File: config.mk
export PLATFORM = sky130hd
export DESIGN_NAME = centroid_scheduler
export DESIGN_NICKNAME = d
export VERILOG_FILES = /design/src/rtl/centroid_scheduler_pkg.sv /design/src/rtl/centroid_scheduler_div.sv /design/src/rtl/centroid_scheduler.sv
export SDC_FILE = /design/constraint.sdc
export NUM_CORES = 1
export LEC_CHECK = 0
export ABC_AREA = 0
export BUFFER_PORTS_ARGS = -buffer_cell sky130_fd_sc_hd__buf_2
export CAP_MARGIN = 20
export CORE_MARGIN = 2
export CORE_UTILIZATION = 50
export CTS_CLUSTER_DIAMETER = 100
export DETAILED_ROUTE_END_ITERATION = 12
export GPL_TIMING_DRIVEN = 0
export PLACE_DENSITY_LB_ADDON = 0.1
export SLEW_MARGIN = 20
export SYNTH_ARGS = -nofsm -noshare
export SYNTH_HDL_FRONTEND = slang
export SYNTH_SLANG_ARGS = --single-unit
File: constraint.sdc
create_clock -name clk_in -period 14 [get_ports clk_in]
set_input_delay 4.2 -clock clk_in [delete_from_list [all_inputs] [get_ports clk_in]]
set_output_delay 4.2 -clock clk_in [all_outputs]
set_load 0.1 [all_outputs]
File: src/rtl/centroid_scheduler_pkg.sv
// Shared FSM state encoding and output-field widths/saturation limits for
// centroid_scheduler.
package centroid_scheduler_pkg;

  typedef enum logic [2:0] {
    ST_IDLE   = 3'd0,
    ST_SNAP   = 3'd1,
    ST_ISSUE  = 3'd2,
    ST_WAIT   = 3'd3,
    ST_FINISH = 3'd4
  } state_e;

  localparam int X_W    = 11;
  localparam int Y_W    = 10;
  localparam int AREA_W = 16;

  localparam logic [X_W-1:0]    X_MAX    = 11'd2047;
  localparam logic [Y_W-1:0]    Y_MAX    = 10'd1023;
  localparam logic [AREA_W-1:0] AREA_MAX = 16'hFFFF;

endpackage

File: src/rtl/centroid_scheduler_div.sv
// Iterative restoring unsigned divider: one quotient bit per cycle, WIDTH
// cycles per division, single-cycle data_valid_out when the result is ready.
module centroid_scheduler_div #(
  parameter int WIDTH = 32
) (
  input  logic             clk_in,
  input  logic             rst_in,
  input  logic             start_in,
  input  logic [WIDTH-1:0] dividend_in,
  input  logic [WIDTH-1:0] divisor_in,
  output logic [WIDTH-1:0] quotient_out,
  output logic [WIDTH-1:0] remainder_out,
  output logic             data_valid_out,
  output logic             error_out,
  output logic             busy_out
);

  localparam int CNT_W = $clog2(WIDTH + 1);

  logic [WIDTH-1:0] quo_q, rem_q, den_q;
  logic [CNT_W-1:0] cnt_q;
  logic             busy_q, valid_q, err_q;
  logic [WIDTH:0]   rem_shift_s, diff_s;
  logic             fits_s;

  // trial subtraction of the divisor from the shifted partial remainder
  always_comb begin
    rem_shift_s = {rem_q, quo_q[WIDTH-1]};
    diff_s      = rem_shift_s - {1'b0, den_q};
    fits_s      = ~diff_s[WIDTH];
  end

  // iteration state; division by zero reports an error instead of iterating
  always_ff @(posedge clk_in) begin
    if (rst_in) begin
      quo_q   <= {WIDTH{1'b0}};
      rem_q   <= {WIDTH{1'b0}};
      den_q   <= {WIDTH{1'b0}};
      cnt_q   <= {CNT_W{1'b0}};
      busy_q  <= 1'b0;
      valid_q <= 1'b0;
      err_q   <= 1'b0;
    end else begin
      valid_q <= 1'b0;
      if (start_in && !busy_q) begin
        if (divisor_in == {WIDTH{1'b0}}) begin
          quo_q   <= {WIDTH{1'b1}};
          rem_q   <= dividend_in;
          err_q   <= 1'b1;
          valid_q <= 1'b1;
        end else begin
          quo_q  <= dividend_in;
          rem_q  <= {WIDTH{1'b0}};
          den_q  <= divisor_in;
          cnt_q  <= CNT_W'(WIDTH);
          busy_q <= 1'b1;
          err_q  <= 1'b0;
        end
      end else if (busy_q) begin
        rem_q <= fits_s ? diff_s[WIDTH-1:0] : rem_shift_s[WIDTH-1:0];
        quo_q <= {quo_q[WIDTH-2:0], fits_s};
        cnt_q <= cnt_q - CNT_W'(1);
        if (cnt_q == CNT_W'(1)) begin
          busy_q  <= 1'b0;
          valid_q <= 1'b1;
        end
      end
    end
  end

  assign quotient_out   = quo_q;
  assign remainder_out  = rem_q;
  assign data_valid_out = valid_q;
  assign error_out      = err_q;
  assign busy_out       = busy_q;

endmodule

File: src/rtl/centroid_scheduler.sv
// Snapshots per-cluster sums/counts and resolves K centroids through one shared
// divider. Define CENTROID_ROUND_EN for round-to-nearest instead of floor.
module centroid_scheduler
  import centroid_scheduler_pkg::*;
#(
  parameter int K     = 4,
  parameter int WIDTH = 32
) (
  input  logic              clk_in,
  input  logic              rst_in,
  input  logic              tabulate_in,
  input  logic [WIDTH-1:0]  x_sum_in [K-1:0],
  input  logic [WIDTH-1:0]  y_sum_in [K-1:0],
  input  logic [WIDTH-1:0]  count_in [K-1:0],
  output logic              busy_out,
  output logic [X_W-1:0]    x_out    [K-1:0],
  output logic [Y_W-1:0]    y_out    [K-1:0],
  output logic [AREA_W-1:0] area_out [K-1:0],
  output logic [K-1:0]      valid_out,
  output logic              done_out
);

  localparam int IDX_W = (K > 1) ? $clog2(K) : 1;

  state_e             state_q, state_d;
  logic [WIDTH-1:0]   xs_q [K-1:0];
  logic [WIDTH-1:0]   ys_q [K-1:0];
  logic [WIDTH-1:0]   cnt_q [K-1:0];
  logic [IDX_W-1:0]   idx_q;
  logic               axis_q;
  logic [X_W-1:0]     x_q [K-1:0];
  logic [Y_W-1:0]     y_q [K-1:0];
  logic [AREA_W-1:0]  area_q [K-1:0];
  logic [K-1:0]       valid_q;
  logic               busy_q, done_q;

  logic               skip_s, last_s, div_start_s, div_valid_s;
  logic [WIDTH-1:0]   sel_sum_s, dividend_s, div_quo_s, div_rem_s;
  logic               div_err_s, div_busy_s, div_unused_s;
  logic [X_W-1:0]     x_sat_s;
  logic [Y_W-1:0]     y_sat_s;

  assign skip_s = (cnt_q[idx_q] == {WIDTH{1'b0}});
  assign last_s = (idx_q == IDX_W'(K - 1));

  // state register
  always_ff @(posedge clk_in) begin
    if (rst_in) state_q <= ST_IDLE;
    else        state_q <= state_d;
  end

  // next-state logic; an empty cluster costs one ISSUE cycle and no division
  always_comb begin
    state_d = state_q;
    case (state_q)
      ST_IDLE:   if (tabulate_in) state_d = ST_SNAP; else state_d = ST_IDLE;
      ST_SNAP:   state_d = ST_ISSUE;
      ST_ISSUE: begin
        if (skip_s) state_d = last_s ? ST_FINISH : ST_ISSUE;
        else        state_d = ST_WAIT;
      end
      ST_WAIT: begin
        if (div_valid_s) state_d = (axis_q && last_s) ? ST_FINISH : ST_ISSUE;
        else             state_d = ST_WAIT;
      end
      ST_FINISH: state_d = ST_IDLE;
      default:   state_d = ST_IDLE;
    endcase
  end

  // FSM outputs: divider launch
  always_comb begin
    div_start_s = 1'b0;
    if (state_q == ST_ISSUE) div_start_s = ~skip_s;
    else                     div_start_s = 1'b0;
  end

  // operand selection and quotient saturation
  always_comb begin
    sel_sum_s = axis_q ? ys_q[idx_q] : xs_q[idx_q];
`ifdef CENTROID_ROUND_EN
    begin
      logic [WIDTH:0] rnd_s;
      rnd_s = {1'b0, sel_sum_s} + {1'b0, (cnt_q[idx_q] >> 1)};
      if (rnd_s[WIDTH]) dividend_s = {WIDTH{1'b1}};
      else              dividend_s = rnd_s[WIDTH-1:0];
    end
`else
    dividend_s = sel_sum_s;
`endif
    if (div_quo_s > WIDTH'(X_MAX)) x_sat_s = X_MAX;
    else                           x_sat_s = div_quo_s[X_W-1:0];
    if (div_quo_s > WIDTH'(Y_MAX)) y_sat_s = Y_MAX;
    else                           y_sat_s = div_quo_s[Y_W-1:0];
  end

  // snapshot, sequencing index and registered results
  always_ff @(posedge clk_in) begin
    if (rst_in) begin
      for (int i = 0; i < K; i++) begin
        xs_q[i]   <= {WIDTH{1'b0}};
        ys_q[i]   <= {WIDTH{1'b0}};
        cnt_q[i]  <= {WIDTH{1'b0}};
        x_q[i]    <= {X_W{1'b0}};
        y_q[i]    <= {Y_W{1'b0}};
        area_q[i] <= {AREA_W{1'b0}};
      end
      idx_q   <= {IDX_W{1'b0}};
      axis_q  <= 1'b0;
      valid_q <= {K{1'b0}};
      busy_q  <= 1'b0;
      done_q  <= 1'b0;
    end else begin
      done_q <= (state_d == ST_FINISH);
      busy_q <= (state_d != ST_IDLE);
      if (state_q == ST_IDLE && tabulate_in) begin
        valid_q <= {K{1'b0}};
        for (int i = 0; i < K; i++) begin
          xs_q[i]  <= x_sum_in[i];
          ys_q[i]  <= y_sum_in[i];
          cnt_q[i] <= count_in[i];
          if (count_in[i] > WIDTH'(AREA_MAX)) area_q[i] <= AREA_MAX;
          else                                area_q[i] <= count_in[i][AREA_W-1:0];
        end
      end
      case (state_q)
        ST_SNAP: begin
          idx_q  <= {IDX_W{1'b0}};
          axis_q <= 1'b0;
        end
        ST_ISSUE: if (skip_s) idx_q <= idx_q + IDX_W'(1);
        ST_WAIT: begin
          if (div_valid_s) begin
            if (axis_q) begin
              y_q[idx_q]     <= y_sat_s;
              valid_q[idx_q] <= 1'b1;
              axis_q         <= 1'b0;
              idx_q          <= idx_q + IDX_W'(1);
            end else begin
              x_q[idx_q] <= x_sat_s;
              axis_q     <= 1'b1;
            end
          end
        end
        default: ;
      endcase
    end
  end

  centroid_scheduler_div #(.WIDTH(WIDTH)) u_div (
    .clk_in        (clk_in),
    .rst_in        (rst_in),
    .start_in      (div_start_s),
    .dividend_in   (dividend_s),
    .divisor_in    (cnt_q[idx_q]),
    .quotient_out  (div_quo_s),
    .remainder_out (div_rem_s),
    .data_valid_out(div_valid_s),
    .error_out     (div_err_s),
    .busy_out      (div_busy_s)
  );

  assign div_unused_s = ^{div_rem_s, div_err_s, div_busy_s};

  assign busy_out  = busy_q;
  assign done_out  = done_q;
  assign valid_out = valid_q;
  assign x_out     = x_q;
  assign y_out     = y_q;
  assign area_out  = area_q;

endmodule

==> results of run 1 <==
-- synthesized netlist by cell type (all sizes together) (4+ instances only) --
cell / number
a211o: 64
a211oi: 122
a21o: 8
a21oi: 77
a22oi: 21
a31oi: 8
and2: 404
buf: 22
clkbuf: 132
dfxtp: 266
edfxtp: 384
ha: 38
inv: 46
mux2i: 68
mux4: 96
nand2: 54
nand2b: 8
nand3: 8
nand3b: 5
nand4: 8
nor2: 225
nor2b: 15
nor3: 10
nor4: 32
o211ai: 6
o21ai: 52
o21bai: 4
xnor2: 18
xor2: 13
-- sequential cells by signal, indices dropped and copies added, names as in the netlist, named ones only --
signal	cells
busy_out	1
u_div.quotient_out	32
u_div.busy_out	1
u_div.den_q	32
xs_q	128
u_div.remainder_out	32
y_out	40
axis_q	1
u_div.cnt_q	6
cnt_q	128
u_div.data_valid_out	1
idx_q	2
done_out	1
state_q	3
valid_out	4
area_out	64
x_out	44
ys_q	128
-- worst reg2reg max path, stage by stage (launching register included) --
cell and delay [ns]:
dfxtp_1 0.30, clkbuf_1 0.30, or2_2 0.18, clkbuf_1 0.38
and2_1 0.42, clkbuf_1 0.50, buf_1 0.62, inv_8 0.33
buf_16 0.35, buf_16 0.43, buf_16 0.34
-- cells in the final DEF, fill, tap and decap left out, types with 9 or more instances in the layout --
cell type	netlist	layout
a211o_1	64	64
a211oi_1	121	121
a21oi_1	77	77
a22oi_1	21	21
and2_1	400	400
buf_2	16	555
clkbuf_1	132	151
clkbuf_16	0	70
clkbuf_8	0	12
clkinv_2	0	9
dfxtp_1	266	266
diode_2	0	22
edfxtp_1	384	384
ha_1	38	38
inv_1	46	45
mux2i_1	68	68
mux4_2	96	96
nand2_1	54	54
nor2_1	225	224
nor2b_1	15	15
nor4_1	30	30
o21ai_0	46	46
xnor2_1	18	18
xor2_1	13	13
-- logic make-up after synthesis --
group,count (synthesis)
AND/OR/NAND/NOR,781
flip-flops,650
AO/OA/AOI/OAI,385
buffers and inverters,200
multiplexers,164
adder cells (fa/ha/maj),39
XOR/XNOR,31
-- per-stage QoR --
step                      TNS [ns]  setup WS [ns]  power (mW)  std cells  hold slack, ns
final                            0           6.27        5.96       3688           0.457
after global routing             0           6.04        6.22       3684           0.466
after CTS                        0           6.34        5.96       3666           0.457
after detailed placement         0           5.72        4.14       3540           0.444
after global placement    -1002.63          -2.68        4.15       3537           0.441
after floorplan                  0          0.677        3.66       2250           0.444
-- layer usage --
| metal | track usage | vias to the layer above | part of all wire | wire [µm] |
|---|---|---|---|---|
| met3 | 0.0611 | 175 | 0.077 | 6630 |
| met4 | 0.0840 | 26 | 0.027 | 2300 |
| met1 | 0.402 | 10200 | 0.42 | 36100 |
| li1 | - | 9466 | - | - |
| met2 | 0.481 | 832 | 0.48 | 41300 |
| met5 | 0 | - | 0.0019 | 161 |
-- how the worst max path moves through the flow --
stage / endpoint
2_1_floorplan: cnt_q[0][0]
3_3_place_gp: xs_q[0][6]
3_5_place_dp: xs_q[1][19]
4_1_cts: xs_q[1][11]
5_1_grt: xs_q[3][12]
6_report: xs_q[3][12]
-- area by class of cell --
class | instances | area share
diodes | 22 | 0.00161
plain buffers | 154 | 0.0186
clock buffers | 102 | 0.0583
clock inverters | 24 | 0.00754
inverters | 46 | 0.00527
multi-input cells | 1400 | 0.307
flip-flops and latches | 650 | 0.493
well taps | 748 | 0.0274
repair buffers | 542 | 0.0813
-- where the power goes --
| part | switching (mW) | internal [mW] |
|---|---|---|
| logic | 1.18 | 0.623 |
| clock network | 0.767 | 1.07 |
| registers | 0.0864 | 2.24 |
| total | 2.04 | 3.93 |
==> impl_results.md, run 1 <==
- FF+latch count, synth: 650
- TritonCTS clock tree: done
- Fillers: 4512
- Final min period: 7.73 ns
- Main combinational cell family by area after synthesis: simple AND/OR/NAND/NOR gates
- Lkg Pwr: 13.8 nW
- Placed cell area: 31900 µm²
- MaxCap Viol Count: 0
- Proportion of layout cells with a drive suffix above 1: 0.265
- HP Class: register to register
- Post-synth top area cell: edfxtp_1
- Synth Area per Inst: 12.5 µm²
- Syn. warnings: 0
- Simple-gate portion of the synthesized area: 0.150
- CP Capture Type: register
- RSZ-0062 raised after global routing: false
- Worst path cell trace: clkbuf_1, inv_1, and2_1, clkbuf_1, buf_1, inv_8, buf_16, buf_16, buf_16
- GP Congestion: 0.895
- Core region area: 55400 µm²
- Crit path max fanout: 111
- Final instance area: 34200 µm²
- Clock buffer depth: 3
- Vias: 20700
- Postcts setup bufs: 0
- Initial DRT Pass Iterations: 6
- Final period util: 0.552
- Sequential share of the synthesized area: 0.599
- Syn nets: 2676
- FMAX: 0.129 GHz
- DR DRC count: 0
- Port Buffers: 539
- Cts bufs inserted: 70
- Register area: 16900 µm²
- CP startpoint: rst_in
- Detailed Route Iter0 Violations: 1692
- Levels on crit path: 9
- CP Class: input pin to register
- Hold path start: area_out[33]
- Initial Utilization: 0.508
- CTS H-tree depth: 3
- HPWL after DPL: 66100 µm
- Die Ht: 241 µm
- Ys flop type: edfxtp_1
- Adder-Cell Fraction of Synth Area: 0.0176
- Worst r2r src: state_q[2]
- Core Util, Final: 0.617
- Die area: 58200 µm²
- Rows: 86
- Final hold vios: 0
- Worst r2r path cells: 10
- Number of synthesized flops with an enable pin: 384
- Critical path's top delay family: buffers and inverters
- First-pass GRT wire length: 126000 µm
- Final nets: 3290
- Kind of start point of the critical path: input pin
- Setup violators final: 0
- Total GRT Usage: 0.295
- Relative slew slack: 0.336
- CTS Sinks: 650
- Ys async rst share: 0
- Hold Path Sink: area_out[33]
- Worst-path clk slew: 0.06 ns
- Slowest-stage cell, CP: clkbuf_1
- Cts repair resizes: 0
- Top cells by area, synth: edfxtp_1, dfxtp_1, and2_1, mux4_2, a211oi_1
- Antenna Nets Post-Route: 0
- Multi-input logic area: 10500 µm²
- Power Dens Cells: 174 nW/µm²
- CP peak stage delay: 0.47 ns
- Root Buffer: clkbuf_16
- Synth Area in XOR/XNOR: 0.00964
- Final wirelength: 86500 µm
- Buf/Inv on CP: 8
- Overflow after GRT: 0
- CTS Hold Buffers Added: 0
- Cell count after synthesis: 2250
- Reg2Reg Setup Slack: 9.37 ns
- Worst R2R End: xs_q[3][12]
- Clock Latency Late Sink: 0.62 ns
- Vias per inst: 5.61
- Outcome: completed
- Slew of the pin with the lowest slew margin: 0.988 ns
- Post-synth cell types: 61
- Pins over their slew limit: 0
- Largest net degree at the start of global routing: 112
- Number of global-route vias before repair: 20400
- Final worst clock skew: 0.0287 ns
- Most frequent CP cell: buf_16
- Initial antenna violation count: 36
- Per-cell routed wire length: 23.5 µm
- Worst hold stages: 1
- Critical Path AT: 7.97 ns
- Worst IR Drop VDD: 0.138 mV
- Post-synth top area share: 0.409
- Die width: 241 µm
- Crit path required time: 14.23 ns
- Portion of netlist area occupied by mux cells: 0.101
- Synth-to-layout area growth: 21.4%
- Post-Syn Area: 28200 µm²
- Compound-cell area share of the yosys netlist: 0.0945
- I/O pin total: 541
No activity file was read; power rests on OpenSTA's default activity.
==> inputs of run 2 (changes only) <==
==> constraint.sdc (replaced) <==
create_clock -name clk_in -period 6.3 [get_ports clk_in]
set_input_delay 1.89 -clock clk_in [delete_from_list [all_inputs] [get_ports clk_in]]
set_output_delay 1.89 -clock clk_in [all_outputs]
set_load 0.1 [all_outputs]
==> impl_results.md, run 2 (synthesis gave the netlist of run 1 again) <==
- Most frequent CP cell: clkbuf_1
- Crit path required time: 6.77 ns
- CP Capture Type: register
- Final instance area: 34400 µm²
- Relative slew slack: 0.274
- Critical path's top delay family: buffers and inverters
- HPWL after DPL: 66200 µm
- MaxCap Viol Count: 0
- Worst R2R End: xs_q[0][3]
- Cts repair resizes: 0
- Die Ht: 241 µm
- Rows: 86
- Clock Latency Late Sink: 0.60 ns
- Worst hold stages: 1
- Hold path start: area_out[33]
- Vias: 20700
- Port Buffers: 539
- Setup violators final: 0
- I/O pin total: 541
- Buf/Inv on CP: 5
- Clock buffer depth: 3
- Core region area: 55400 µm²
- CP Class: input pin to register
- Final hold vios: 0
- Reg2Reg Setup Slack: 2.08 ns
- Largest net degree at the start of global routing: 38
- Worst-path clk slew: 0.06 ns
- Multi-input logic area: 10500 µm²
- Worst path cell trace: buf_2, nand2_8, or2_4, clkbuf_8, nor2_1, clkbuf_1, clkbuf_1, clkbuf_1, and2_1
- Initial Utilization: 0.508
- Kind of start point of the critical path: input pin
- Postcts setup bufs: 0
- TritonCTS clock tree: done
- Total GRT Usage: 0.293
- Worst IR Drop VDD: 0.303 mV
- Detailed Route Iter0 Violations: 1732
- Vias per inst: 5.60
- Pins over their slew limit: 0
- Worst r2r src: state_q[1]
- Lkg Pwr: 14.0 nW
- Antenna Nets Post-Route: 0
- Commonest non-fill, non-tap cell in the layout: buf_2
- CTS Hold Buffers Added: 0
- First-pass GRT wire length: 125000 µm
- Slowest-stage cell, CP: nor2_1
- Slew of the pin with the lowest slew margin: 1.09 ns
- Placed cell area: 32100 µm²
- Synth-to-layout area growth: 22.2%
- DR DRC count: 0
- Number of global-route vias before repair: 20600
- Final WS setup: 1.38 ns
- Most frequent cells in the layout: buf_2, and2_1, edfxtp_1
- Cts bufs inserted: 69
- Die width: 241 µm
- FMAX: 0.203 GHz
- Core Util, Final: 0.621
- Final period util: 0.782
- Cell count after placement: 3548
- Final worst clock skew: 0.0181 ns
- Final std cells w/o fill: 3698
- CTS Sinks: 650
- Crit path max fanout: 10
- Fillers: 4523
- Worst r2r path cells: 9
- Outcome: completed
- Power Dens Cells: 386 nW/µm²
- HP Class: register to register
- Final min period: 4.92 ns
- Final nets: 3297
- Root Buffer: clkbuf_16
- Hold Path Sink: area_out[33]
- CTS H-tree depth: 3
- RSZ-0062 raised after global routing: false
- Initial DRT Pass Iterations: 6
- Top Registers: cnt_q: 128 flops, xs_q: 128 flops, ys_q: 128 flops
- Register area: 16900 µm²
- Die area: 58200 µm²
- Final wirelength: 86000 µm
- Critical Path AT: 5.39 ns
- Overflow after GRT: 0
- CP peak stage delay: 0.81 ns
- Pre-CTS WS: 0.727 ns
- Per-cell routed wire length: 23.3 µm
- GP Congestion: 0.918
- Setup TNS: 0 ns
- Initial antenna violation count: 35
- Proportion of layout cells with a drive suffix above 1: 0.269
-- run 2: per-stage QoR --
stage	hold slack [ns]	power, mW
floorplan	0.444	8.13
global placement	0.441	9.18
detailed placement	0.444	9.21
CTS	0.458	13.3
global route	0.467	14.9
finish	0.460	13.3
-- run 2: metal layers --
metal | global-route usage | share of wire | up-vias
met3 | 0.0569 | 0.071 | 182
met5 | 0 | 0.0022 | -
li1 | - | - | 9509
met2 | 0.476 | 0.48 | 815
met1 | 0.400 | 0.42 | 10200
met4 | 0.0958 | 0.028 | 28
-- run 2: cell type report --
type,instances,area share
Clock buffer,95,0.0582
Sequential cell,650,0.490
Antenna cell,22,0.00160
Tap cell,748,0.0272
Inverter,46,0.00513
Multi-Input combinational cell,1400,0.306
Buffer,154,0.0193
Timing Repair Buffer,550,0.0848
Clock inverter,33,0.00804
-- run 2: power by group --
part           internal [mW]  total, mW  switching (mW)
logic                   1.40       4.00            2.59
registers               4.97       5.17           0.196
clock network           2.40       4.11            1.71
-- run 2: worst reg2reg max path: stages (launching register included) --
cell and delay, ns:
dfxtp_1 0.37, nor2_1 0.34, nand2_8 0.07, or2_4 0.25, clkbuf_8 0.16, nor2_1 0.81, clkbuf_1 0.53, clkbuf_1 0.70
clkbuf_1 0.63, and2_1 0.23
-- run 2: worst max-delay path by stage --
stage	start	endpoint	slack, ns	cells after the start
global route	tabulate_in	xs_q[0][3]	1.27	9
global placement	tabulate_in	xs_q[0][4]	-4.98	8
CTS	tabulate_in	xs_q[0][3]	1.36	9
detailed placement	tabulate_in	xs_q[0][1]	0.73	9
floorplan	tabulate_in	cnt_q[0][0]	-2.40	7
finish	tabulate_in	xs_q[0][3]	1.38	9
==> inputs of run 3 (changes only) <==
==> constraint.sdc (replaced) <==
create_clock -name clk_in -period 4.4 [get_ports clk_in]
set_input_delay 1.32 -clock clk_in [delete_from_list [all_inputs] [get_ports clk_in]]
set_output_delay 1.32 -clock clk_in [all_outputs]
set_load 0.1 [all_outputs]
==> impl_results.md, run 3 (synthesis gave the netlist of run 1 again) <==
- Outcome: completed
- HPWL after DPL: 66200 µm
- Final worst clock skew: 0.0188 ns
- Worst IR Drop VDD: 0.434 mV
- Synth-to-layout area growth: 22.2%
- Die area: 58200 µm²
- CTS Sinks: 650
- Worst-path clk slew: 0.06 ns
- MaxCap Viol Count: 0
- RSZ-0062 raised after global routing: false
- Final nets: 3297
- Initial DRT Pass Iterations: 6
- Most frequent cells in the layout: buf_2, and2_1, edfxtp_1
- Kind of start point of the critical path: register
- Hold Path Sink: area_out[33]
- Worst hold stages: 1
- Worst R2R End: u_div.remainder_out[1]
- Most frequent CP cell: a21oi_1
- Hold path start: area_out[33]
- Per-cell routed wire length: 23.3 µm
- CP Class: register to register
- Reg2Reg Setup Slack: 0.28 ns
- Lkg Pwr: 14.0 nW
- Crit path max fanout: 10
- Setup TNS: 0 ns
- FMAX: 0.243 GHz
- Detailed Route Iter0 Violations: 1740
- Register area: 16900 µm²
- Vias: 20700
- Total GRT Usage: 0.293
- HP Class: register to register
- DR DRC count: 0
- Pins over their slew limit: 0
- Overflow after GRT: 0
- Cell count after placement: 3548
- Clock buffer depth: 3
- Largest net degree at the start of global routing: 38
- Worst r2r src: u_div.quotient_out[31]
- Die width: 241 µm
- Top Registers: cnt_q: 128 flops, xs_q: 128 flops, ys_q: 128 flops
- Power Dens Cells: 580 nW/µm²
- TritonCTS clock tree: done
- Final hold vios: 0
- Critical Path AT: 4.59 ns
- Final std cells w/o fill: 3699
- Root Buffer: clkbuf_16
- Setup violators final: 0
- Hold_ws: 0.460 ns
- Antenna Nets Post-Route: 0
- Worst path cell trace: inv_1, ha_1, fa_1, nand2b_1, a21oi_1, o21ai_0, nand2_1, o21ai_1, xnor2_1, clkbuf_1, a21oi_1, a22o_1
- Commonest non-fill, non-tap cell in the layout: buf_2
- Core region area: 55400 µm²
- CTS H-tree depth: 3
- Final wirelength: 86100 µm
- Final period util: 0.935
- First-pass GRT wire length: 125000 µm
- Clock Latency Late Sink: 0.60 ns
- Final min period: 4.12 ns
- Proportion of layout cells with a drive suffix above 1: 0.270
- Initial antenna violation count: 35
- Buf/Inv on CP: 2
- Critical path's top delay family: compound AO/OA/AOI/OAI gates
- Slew of the pin with the lowest slew margin: 1.01 ns
- Initial Utilization: 0.508
- Rows: 86
- Vias per inst: 5.59
- Multi-input logic area: 10500 µm²
- Fillers: 4524
- CP Capture Type: register
- Crit path required time: 4.88 ns
- Port Buffers: 539
- Relative slew slack: 0.321
- Worst r2r path cells: 12
- CP peak stage delay: 0.74 ns
- Pre-CTS WS: -0.603 ns
- Slowest-stage cell, CP: xnor2_1
- Power Total: 20.0 mW
- Final WS setup: 0.285 ns
- I/O pin total: 541
- Number of global-route vias before repair: 20600
- Cts bufs inserted: 69
- Die Ht: 241 µm
- GP Congestion: 0.918
-- run 3: changes by cell type in the layout (fill, tap and decap cells not counted), sizes merged --
cell	previous run	this run
diode	22	23
-- run 3: final cells by class --
cell class                      count  area share
Inverter                           46     0.00513
Buffer                            154      0.0193
Clock buffer                       95      0.0582
Tap cell                          748      0.0272
Antenna cell                       23     0.00167
Sequential cell                   650       0.490
Multi-Input combinational cell   1400       0.306
Timing Repair Buffer              550      0.0848
Clock inverter                     33     0.00804
-- run 3: per-stage QoR --
stage	util	cell area, µm²
after floorplan	-	28200
after global placement	0.575	31900
after detailed placement	0.579	32100
after CTS	0.620	34300
after global routing	0.621	34400
final	0.621	34400
-- run 3: timing repair --
action,CTS,global route
buffers inserted,0,0
setup endpoints to repair,0,20
hold buffers,0,0
resized for setup,0,1
-- run 3: metal layers --
layer  global-route usage  routed length (µm)  part of all wire  up-vias
li1                     -                   -                 -     9509
met1                0.400               36200              0.42    10200
met2                0.476               41000              0.48      806
met3               0.0569                6280             0.073      182
met4               0.0958                2400             0.028       28
met5                    0                 192            0.0022        -
-- run 3: worst max path at each step --
stage               slack (ns)              startpoint                       to  cells past startpoint
finish                    0.28  u_div.quotient_out[31]   u_div.remainder_out[1]                     12
global route             0.006                register  u_div.remainder_out[14]                     11
CTS                       0.03             tabulate_in               xs_q[0][3]                      9
detailed placement       -0.60             tabulate_in               xs_q[0][1]                      9
global placement         -6.31             tabulate_in               xs_q[0][4]                      8
floorplan                -3.73             tabulate_in              cnt_q[0][0]                      7
-- run 3: report_power, final --
group | switching [mW] | internal [mW]
Clock | 2.45 | 3.44
Sequential | 0.306 | 7.14
Combinational | 4.25 | 2.37
Total | 7.00 | 13.0
